### config.mk
export PLATFORM = sky130hd
export DESIGN_NAME = multicycle_ctrl_fsm
export DESIGN_NICKNAME = d
export VERILOG_FILES = /design/src/rtl/cpu_ctrl_pkg.sv /design/src/rtl/mem_wait_timer.sv /design/src/rtl/multicycle_ctrl_fsm.sv
export SDC_FILE = /design/constraint.sdc
export NUM_CORES = 1
export LEC_CHECK = 0
export CORE_MARGIN = 3
export CORE_UTILIZATION = 42
export CTS_CLUSTER_SIZE = 28
export DETAILED_ROUTE_END_ITERATION = 8
export PLACE_DENSITY = 0.86
export RECOVER_POWER = 50
export SLEW_MARGIN = 20
export SYNTH_ARGS = -nofsm -noshare
export SYNTH_HDL_FRONTEND = slang
export SYNTH_SLANG_ARGS = --single-unit
### constraint.sdc
create_clock -name clk -period 4.5 [get_ports clk]
set_input_delay 0.675 -clock clk [delete_from_list [all_inputs] [get_ports clk]]
set_output_delay 0.675 -clock clk [all_outputs]
set_load 0.05 [all_outputs]
### src/rtl/cpu_ctrl_pkg.sv
// Shared encodings for the multi-cycle CPU control sequencer: states, instruction
// classes, ALU opcodes, branch conditions and datapath mux selects.
package cpu_ctrl_pkg;

  typedef enum logic [3:0] {
    StIdle,
    StFetch,
    StDecode,
    StExec,
    StWb,
    StBr,
    StAddr,
    StMemRd,
    StMemWr,
    StWbLd,
    StHalted,
    StFault
  } state_e;

  // Instruction class, IROut[31:30]
  localparam logic [1:0] CLS_R   = 2'b00;
  localparam logic [1:0] CLS_MEM = 2'b01;
  localparam logic [1:0] CLS_BR  = 2'b10;
  localparam logic [1:0] CLS_I   = 2'b11;

  localparam logic [5:0] ALU_ADD = 6'b000010;
  localparam logic [5:0] ALU_SUB = 6'b000011;
  localparam logic [5:0] OP_HALT = 6'b111111;

  // Branch condition, IROut[29:26]
  localparam logic [3:0] BR_BEQ = 4'b0000;
  localparam logic [3:0] BR_BNE = 4'b0001;
  localparam logic [3:0] BR_JMP = 4'b1111;

  localparam logic [1:0] SRCB_REGB    = 2'b00;
  localparam logic [1:0] SRCB_FOUR    = 2'b01;
  localparam logic [1:0] SRCB_IMM     = 2'b10;
  localparam logic [1:0] SRCB_IMM_SH2 = 2'b11;

  localparam logic [1:0] PCSRC_ALU    = 2'b00;
  localparam logic [1:0] PCSRC_ALUOUT = 2'b01;
  localparam logic [1:0] PCSRC_JUMP   = 2'b10;

  // States that wait on the shared memory port and are guarded by the timer
  function automatic logic is_wait_state(input state_e s);
    return (s == StFetch) || (s == StMemRd) || (s == StMemWr);
  endfunction

endpackage

### src/rtl/mem_wait_timer.sv
// Counts cycles spent waiting on memory and flags the cycle on which the wait
// would reach MEM_TIMEOUT. MEM_TIMEOUT of 0 disables expiry.
module mem_wait_timer #(
  parameter int unsigned MEM_TIMEOUT = 255,
  parameter int unsigned CNT_W       = 8
) (
  input  logic clk,
  input  logic rst_n,
  input  logic i_clear,
  input  logic i_enable,
  output logic o_expired
);

  logic [CNT_W-1:0] r_count;

  always_ff @(posedge clk or negedge rst_n) begin
    if (!rst_n) begin
      r_count <= '0;
    end else if (i_clear) begin
      r_count <= '0;
    end else if (i_enable) begin
      r_count <= r_count + CNT_W'(1);
    end
  end

  // i_enable already implies mem_ready is low, so a completing access never expires
  generate
    if (MEM_TIMEOUT == 0) begin : g_no_timeout
      assign o_expired = 1'b0;
    end else begin : g_timeout
      localparam logic [CNT_W-1:0] LastCnt = CNT_W'(MEM_TIMEOUT - 1);
      assign o_expired = i_enable && (r_count == LastCnt);
    end
  endgenerate

endmodule

### src/rtl/multicycle_ctrl_fsm.sv
// Multi-cycle control sequencer: fetch/decode/execute/memory/writeback with a memory
// timeout fault. Define PERF_CNT_EN to build the retired-instruction counter.
module multicycle_ctrl_fsm
  import cpu_ctrl_pkg::*;
#(
  parameter int unsigned MEM_TIMEOUT = 255,
  parameter int unsigned CNT_W       = 8
) (
  input  logic        clk,
  input  logic        rst_n,
  input  logic [31:0] IROut,
  input  logic        ZeroFlag,
  input  logic        mem_ready,
  output logic        IRWrite,
  output logic        PCWrite,
  output logic        RegWrite,
  output logic        MemRead,
  output logic        MemWrite,
  output logic        IorD,
  output logic        ALUSrcA,
  output logic [1:0]  ALUSrcB,
  output logic [1:0]  PCSrc,
  output logic        RegDst,
  output logic        MemToReg,
  output logic [5:0]  ALUOp,
  output logic        fault,
  output logic [31:0] retired_cnt
);

  state_e     r_state;
  state_e     w_state_next;
  logic       w_retire;
  logic       w_wait_en;
  logic       w_clear;
  logic       w_expired;
  logic [1:0] w_cls;
  logic [5:0] w_opcode;
  logic [3:0] w_cond;
  logic       w_is_store;
  logic       w_unused_ir;

  assign w_cls       = IROut[31:30];
  assign w_opcode    = IROut[31:26];
  assign w_cond      = IROut[29:26];
  assign w_is_store  = IROut[26];
  assign w_unused_ir = ^IROut[25:6];

  // Any state change restarts the wait count, covering every entry into a wait state
  assign w_wait_en = is_wait_state(r_state) && !mem_ready;
  assign w_clear   = (w_state_next != r_state);

  mem_wait_timer #(
    .MEM_TIMEOUT(MEM_TIMEOUT),
    .CNT_W      (CNT_W)
  ) u_mem_wait_timer (
    .clk      (clk),
    .rst_n    (rst_n),
    .i_clear  (w_clear),
    .i_enable (w_wait_en),
    .o_expired(w_expired)
  );

  always_ff @(posedge clk or negedge rst_n) begin
    if (!rst_n) begin
      r_state <= StIdle;
    end else begin
      r_state <= w_state_next;
    end
  end

  always_comb begin
    w_state_next = r_state;
    w_retire     = 1'b0;
    IRWrite      = 1'b0;
    PCWrite      = 1'b0;
    RegWrite     = 1'b0;
    MemRead      = 1'b0;
    MemWrite     = 1'b0;
    IorD         = 1'b0;
    ALUSrcA      = 1'b0;
    ALUSrcB      = SRCB_REGB;
    PCSrc        = PCSRC_ALU;
    RegDst       = 1'b0;
    MemToReg     = 1'b0;
    ALUOp        = ALU_ADD;

    unique case (r_state)
      StIdle: w_state_next = StFetch;

      StFetch: begin
        MemRead = 1'b1;
        ALUSrcB = SRCB_FOUR;
        if (mem_ready) begin
          IRWrite      = 1'b1;
          PCWrite      = 1'b1;
          w_state_next = StDecode;
        end else if (w_expired) begin
          w_state_next = StFault;
        end
      end

      // Precompute the branch target into ALUOut while the class is decoded
      StDecode: begin
        ALUSrcB = SRCB_IMM_SH2;
        unique case (w_cls)
          CLS_R:   w_state_next = StExec;
          CLS_BR:  w_state_next = StBr;
          CLS_MEM: w_state_next = StAddr;
          CLS_I: begin
            if (w_opcode == OP_HALT) begin
              w_state_next = StHalted;
              w_retire     = 1'b1;
            end else begin
              w_state_next = StExec;
            end
          end
          default: w_state_next = StExec;
        endcase
      end

      StExec: begin
        ALUSrcA = 1'b1;
        if (w_cls == CLS_R) begin
          ALUSrcB = SRCB_REGB;
          ALUOp   = IROut[5:0];
        end else begin
          ALUSrcB = SRCB_IMM;
          ALUOp   = w_opcode;
        end
        w_state_next = StWb;
      end

      StWb: begin
        RegWrite     = 1'b1;
        RegDst       = (w_cls == CLS_R);
        w_retire     = 1'b1;
        w_state_next = StFetch;
      end

      StBr: begin
        ALUSrcA = 1'b1;
        ALUSrcB = SRCB_REGB;
        ALUOp   = ALU_SUB;
        unique case (w_cond)
          BR_BEQ: begin
            PCWrite = ZeroFlag;
            PCSrc   = PCSRC_ALUOUT;
          end
          BR_BNE: begin
            PCWrite = !ZeroFlag;
            PCSrc   = PCSRC_ALUOUT;
          end
          BR_JMP: begin
            PCWrite = 1'b1;
            PCSrc   = PCSRC_JUMP;
          end
          default: PCWrite = 1'b0;
        endcase
        w_retire     = 1'b1;
        w_state_next = StFetch;
      end

      StAddr: begin
        ALUSrcA      = 1'b1;
        ALUSrcB      = SRCB_IMM;
        w_state_next = w_is_store ? StMemWr : StMemRd;
      end

      StMemRd: begin
        MemRead = 1'b1;
        IorD    = 1'b1;
        if (mem_ready) begin
          w_state_next = StWbLd;
        end else if (w_expired) begin
          w_state_next = StFault;
        end
      end

      StMemWr: begin
        MemWrite = 1'b1;
        IorD     = 1'b1;
        if (mem_ready) begin
          w_retire     = 1'b1;
          w_state_next = StFetch;
        end else if (w_expired) begin
          w_state_next = StFault;
        end
      end

      StWbLd: begin
        RegWrite     = 1'b1;
        MemToReg     = 1'b1;
        w_retire     = 1'b1;
        w_state_next = StFetch;
      end

      StHalted: w_state_next = StHalted;
      StFault:  w_state_next = StFault;
      default:  w_state_next = StIdle;
    endcase
  end

  assign fault = (r_state == StFault);

`ifdef PERF_CNT_EN
  logic [31:0] r_retired_cnt;

  always_ff @(posedge clk or negedge rst_n) begin
    if (!rst_n) begin
      r_retired_cnt <= 32'd0;
    end else if (w_retire) begin
      r_retired_cnt <= r_retired_cnt + 32'd1;
    end
  end

  assign retired_cnt = r_retired_cnt;
`else
  logic w_unused_retire;
  assign w_unused_retire = w_retire;
  assign retired_cnt     = 32'd0;
`endif

endmodule

## Word level (Yosys, flattened, before mapping)

Cells that the tools add are included.

- Register bits: 12
- Output and inout bits: 52
- Logic and storage cells: 65

- Add/subtract/negate cells: 1
- Equal/unequal tests: 19
- Mux-type cells: 27
- Reductions and logical operators: 16

Operators by type and width:

| cell | count |
|---|---|
| one-hot mux 4 bit (9 select lines) | 1 |
| two-way mux 4 bit | 6 |
| equality test 4 bit (second input constant) | 5 |
| equality test 4 x 3 -> 1 bit (second input constant) | 4 |
| two-way mux 8 bit | 2 |
| one-hot mux 4 bit (4 select lines) | 1 |
| one-hot mux 6 bit (2 select lines) | 1 |
| two-way mux 1 bit | 9 |
| adder 8 x 1 -> 8 bit (second input constant) | 1 |
| equality test 4 x 1 -> 1 bit (second input constant) | 2 |
| equality test 4 x 2 -> 1 bit (second input constant) | 2 |
| equality test 8 bit (second input constant) | 1 |
| zero test 4 bit | 2 |
| one-hot mux 2 bit (4 select lines) | 1 |
| OR reduction 2 bit | 4 |
| equality test 6 bit (second input constant) | 1 |
| two-way mux 6 bit | 1 |
| equality test 2 bit (second input constant) | 2 |
| two-way mux 2 bit | 2 |
| inequality test 4 bit | 1 |
| one-hot mux 2 bit (2 select lines) | 1 |
| OR reduction 4 bit | 1 |
| one-hot mux 1 bit (3 select lines) | 1 |
| OR reduction 3 bit | 1 |
| 7 further kinds | 10 |

## Depth between registers and ports, before layout

- Depth after elaboration: 10
- Gate-level depth with buffers: 7

## Cells and area by module

A second synthesis with hierarchy kept.

- Cell total of the unflattened synthesis: 176
- Area, all modules: 1422.6 um2

By module, submodules not included:

| module | instances | cells an instance | area each (um2) |
|---|---|---|---|
| multicycle_ctrl_fsm | 1 | 135 | 1011.0 |
| mem_wait_timer | 1 | 41 | 411.6 |

## Least setup slack after synthesis

Ideal clock, no wire load.

- Path kind: input-to-output
- Start: in IROut[30]
- End: out RegDst
- Arrival time: 2.947 ns
- Data required time: 3.825 ns
- Slack: 0.878 ns
- Stages: 4
- Path buffers: 1
- Cell sequence: inv_1 -> ha_1 -> clkbuf_1 -> nor4b_1

- Word-level cells in the longest chain between the ends: 2

RTL lines:

| item | RTL line | RTL |
|---|---|---|
| from (decl) | multicycle_ctrl_fsm.sv:11 | `input logic [31:0] IROut,` |
| zero test 2 bit | multicycle_ctrl_fsm.sv:135 | `RegDst = (w_cls == CLS_R);` |
| two-way mux 1 bit | multicycle_ctrl_fsm.sv:87 | `unique case (r_state)` |
| to (decl) | multicycle_ctrl_fsm.sv:23 | `output logic RegDst,` |

No other way between the ends.

## Final worst setup path

Ends and elaborated chain as after synthesis.

==> impl_metrics.yaml <==
clock_tree:
  cts_tree: "built"
  clkLatencyLatePin_ns: 0.24
  clk_path_buf_depth: 2
  clkTransAtPathRegs_ns: 0.05
  hold_buffers: 0
  root_buffer: "clkbuf_8"
  numCtsBuffers: 3
  cts_sinks: 12
  post_cts_buffers: 0
  cts.repair.resized: 0
  h-tree-depth: 1
sta:
  worst_pin_slew_ns: 0.730
  final-setup-viol-count: 0
  fin_skew_ns: 0.00483
  max_freq_mhz: 270
  slew_headroom_pct: 51.3
  fin_ws_ns: 0.802
  rsz0062_at_grt: "no"
  timing.final.crit_period_ns: 3.70
  fin_setup_tns_ns: 0
  hold_violations: 0
  fin_crit_sh_pct: 82.2
  slew_viol_final: 0
route:
  ant_nets: 0
  vias_per_cell: 5.07
  first_pass_iters: 4
  wirelength_um: 3320
  vias: 1318
  wl_per_cell_um: 12.8
  dr.first_iter.drc_count: 112
  drc: 0
placed_design:
  placed_area_um2: 1790
  port_buffers: 35
  hpwl_um: 2500
  place_congestion: 0.837
  preCtsSetupSlack_ns: 0.881
finish:
  syn_to_final_growth_pct: 13.6
  antennaDiodeCount: 0
  final_cell_mix: "32 x conb_1, 32 x clkdlybuf4s50_1, 14 x nor2_1"
  multiInputGateArea_um2: 1020
  drive_gt1_share_pct: 8.41
  nets: 256
  fill_cells: 324
  fin_area_um2: 1810
  regArea_um2: 300
power_and_ir_drop:
  leakagePower_nw: 0.761
  p_per_area_nw_per_um2: 549
  power_mw: 0.996
  ir_drop_mv: 0.206
die:
  core_um2: 3490
  rows: 21
  io_pins: 88
  dieArea_um2: 4580
  die_w_um: 67.7
  fp.dieH_um: 67.7
  start_util_pct: 45.7
synth:
  yosys_most_used_dff: "dfrtp_1"
  syn_avg_cell_area_um2: 8.58
  synth_edf_count: 0
  ys_seq_area_share_pct: 18.8
  synth.distinct_cells: 58
  synth-async-reset-ratio_pct: 100
  postSynthCellCount: 186
  yosys_warnings: 0
  ys_ff_latch: 12
  synth.cell_area_um2: 1600
critical_path:
  critPathLaunchType: "primary input"
  cp.arrival_ns: 3.02
  crit_family: "buffers and inverters"
  cp.depth: 5
  required_ns: 3.83
  cp_max_fo: 11
  path_buf_inv: 3
  cp_slowest_cell: "clkdlybuf4s50_1"
  path_class: "in2out"
  end_kind: "output pin"
  crit_chain: "dlygate4sd3_1 > inv_1 > ha_1 > nor4b_1 > clkdlybuf4s50_1"
  timing.rr.start: "r_state[0]$_DFF_PN0_"
  startpoint: "IROut[30]"
  slowest_delay_ns: 0.86
  reg2reg_slack_ns: 1.90
  endpoint: "RegDst"
  r2r_cells: 5
  rr_endpoint: "u_mem_wait_timer.r_count[0]$_DFFE_PN0P_"
grt:
  grt_pass1_wl_um: 5430
  grt_usage_pct: 14.8
  grt_pass1_vias: 1193
  grt_max_degree: 23
  antenna_found_initial: 0
  grt_overflow: 0
run_status:
  status: "complete, no violations"
flow_run:
  max-cap-violations: 0
hold_path:
  min_path_type: "reg2reg"
[how the worst min path moves through the flow]
| stage | from | cells past startpoint | endpoint | slack (ns) |
|---|---|---|---|---|
| after global routing | u_mem_wait_timer.r_count[7]$_DFFE_PN0P_ | 2 | u_mem_wait_timer.r_count[7]$_DFFE_PN0P_ | 0.59 |
| after floorplan | rst_n | 0 | r_state[0]$_DFF_PN0_ | 0.38 |
| after CTS | u_mem_wait_timer.r_count[7]$_DFFE_PN0P_ | 2 | u_mem_wait_timer.r_count[7]$_DFFE_PN0P_ | 0.56 |
| final | u_mem_wait_timer.r_count[7]$_DFFE_PN0P_ | 2 | u_mem_wait_timer.r_count[7]$_DFFE_PN0P_ | 0.57 |
| after detailed placement | u_mem_wait_timer.r_count[7]$_DFFE_PN0P_ | 2 | u_mem_wait_timer.r_count[7]$_DFFE_PN0P_ | 0.56 |
| after global placement | u_mem_wait_timer.r_count[5]$_DFFE_PN0P_ | 2 | u_mem_wait_timer.r_count[5]$_DFFE_PN0P_ | 0.54 |
[flip-flops by register name (all words and copies together) (netlist names)]
register	cells
r_state	4
u_mem_wait_timer.r_count	8
[logic make-up after synthesis]
family	share of synthesized area (%)
buffers and inverters	23.0
DFF	18.8
xor gates and xnor gates	6.03
AOI/OAI and AO/OA	17.9
adders and majority gates	3.92
other	0.235
and+or+nand+nor	26.9
muxes	3.13
[report_power, final]
group,switching (mW),internal (mW),leakage [nW]
logic,0.457,0.223,0.570
registers,0.0765,0.123,0.163
clock network,0.0390,0.0772,0.0288
total,0.573,0.423,0.761
[final cells by class]
class / count / area share [%]
well taps: 46 / 3.17
repair buffers: 35 / 19.3
inverters: 9 / 1.86
multi-input cells: 154 / 56.1
clock buffers: 4 / 3.03
flip-flops and latches: 12 / 16.6
[worst min-delay path, delay by kind of cell, from the launching register on]
kind / cells / cell delay [ns]
xor+xnor: 1 / 0.12
flops: 1 / 0.37
simple gates: 1 / 0.04
[cell usage after synthesis (4+ instances only)]
library cell,number,area (um^2)
xor2_1,8,70.1
nor2_1,14,52.6
dfrtp_1,12,300
inv_1,6,22.5
nand2_1,9,33.8
buf_4,32,240
nand4_1,4,25.0
a21oi_1,5,25.0
mux2i_1,5,50.1
nand3_1,7,35.0
nor4_1,8,50.1
buf_6,5,56.3
ha_1,5,62.6
nor3_1,6,30.0
[through the flow]
stage	std cells	util, %	hold slack [ns]
2_1_floorplan	217	-	0.379
3_5_place_dp	256	51.1	0.556
6_report	260	51.9	0.568
5_1_grt	260	51.9	0.592
3_3_place_gp	256	51.1	0.545
4_1_cts	260	52.7	0.565
[metal layers]
layer  vias up  track usage [%]  part of all wire (%)
li1        658                -                     -
met1       612             21.3                    44
met2        48             23.1                    50
met3         0             2.66                   6.0
met4         0             2.78                     0
met5         -                0                     0
No activity file was read; power rests on OpenSTA's default activity.
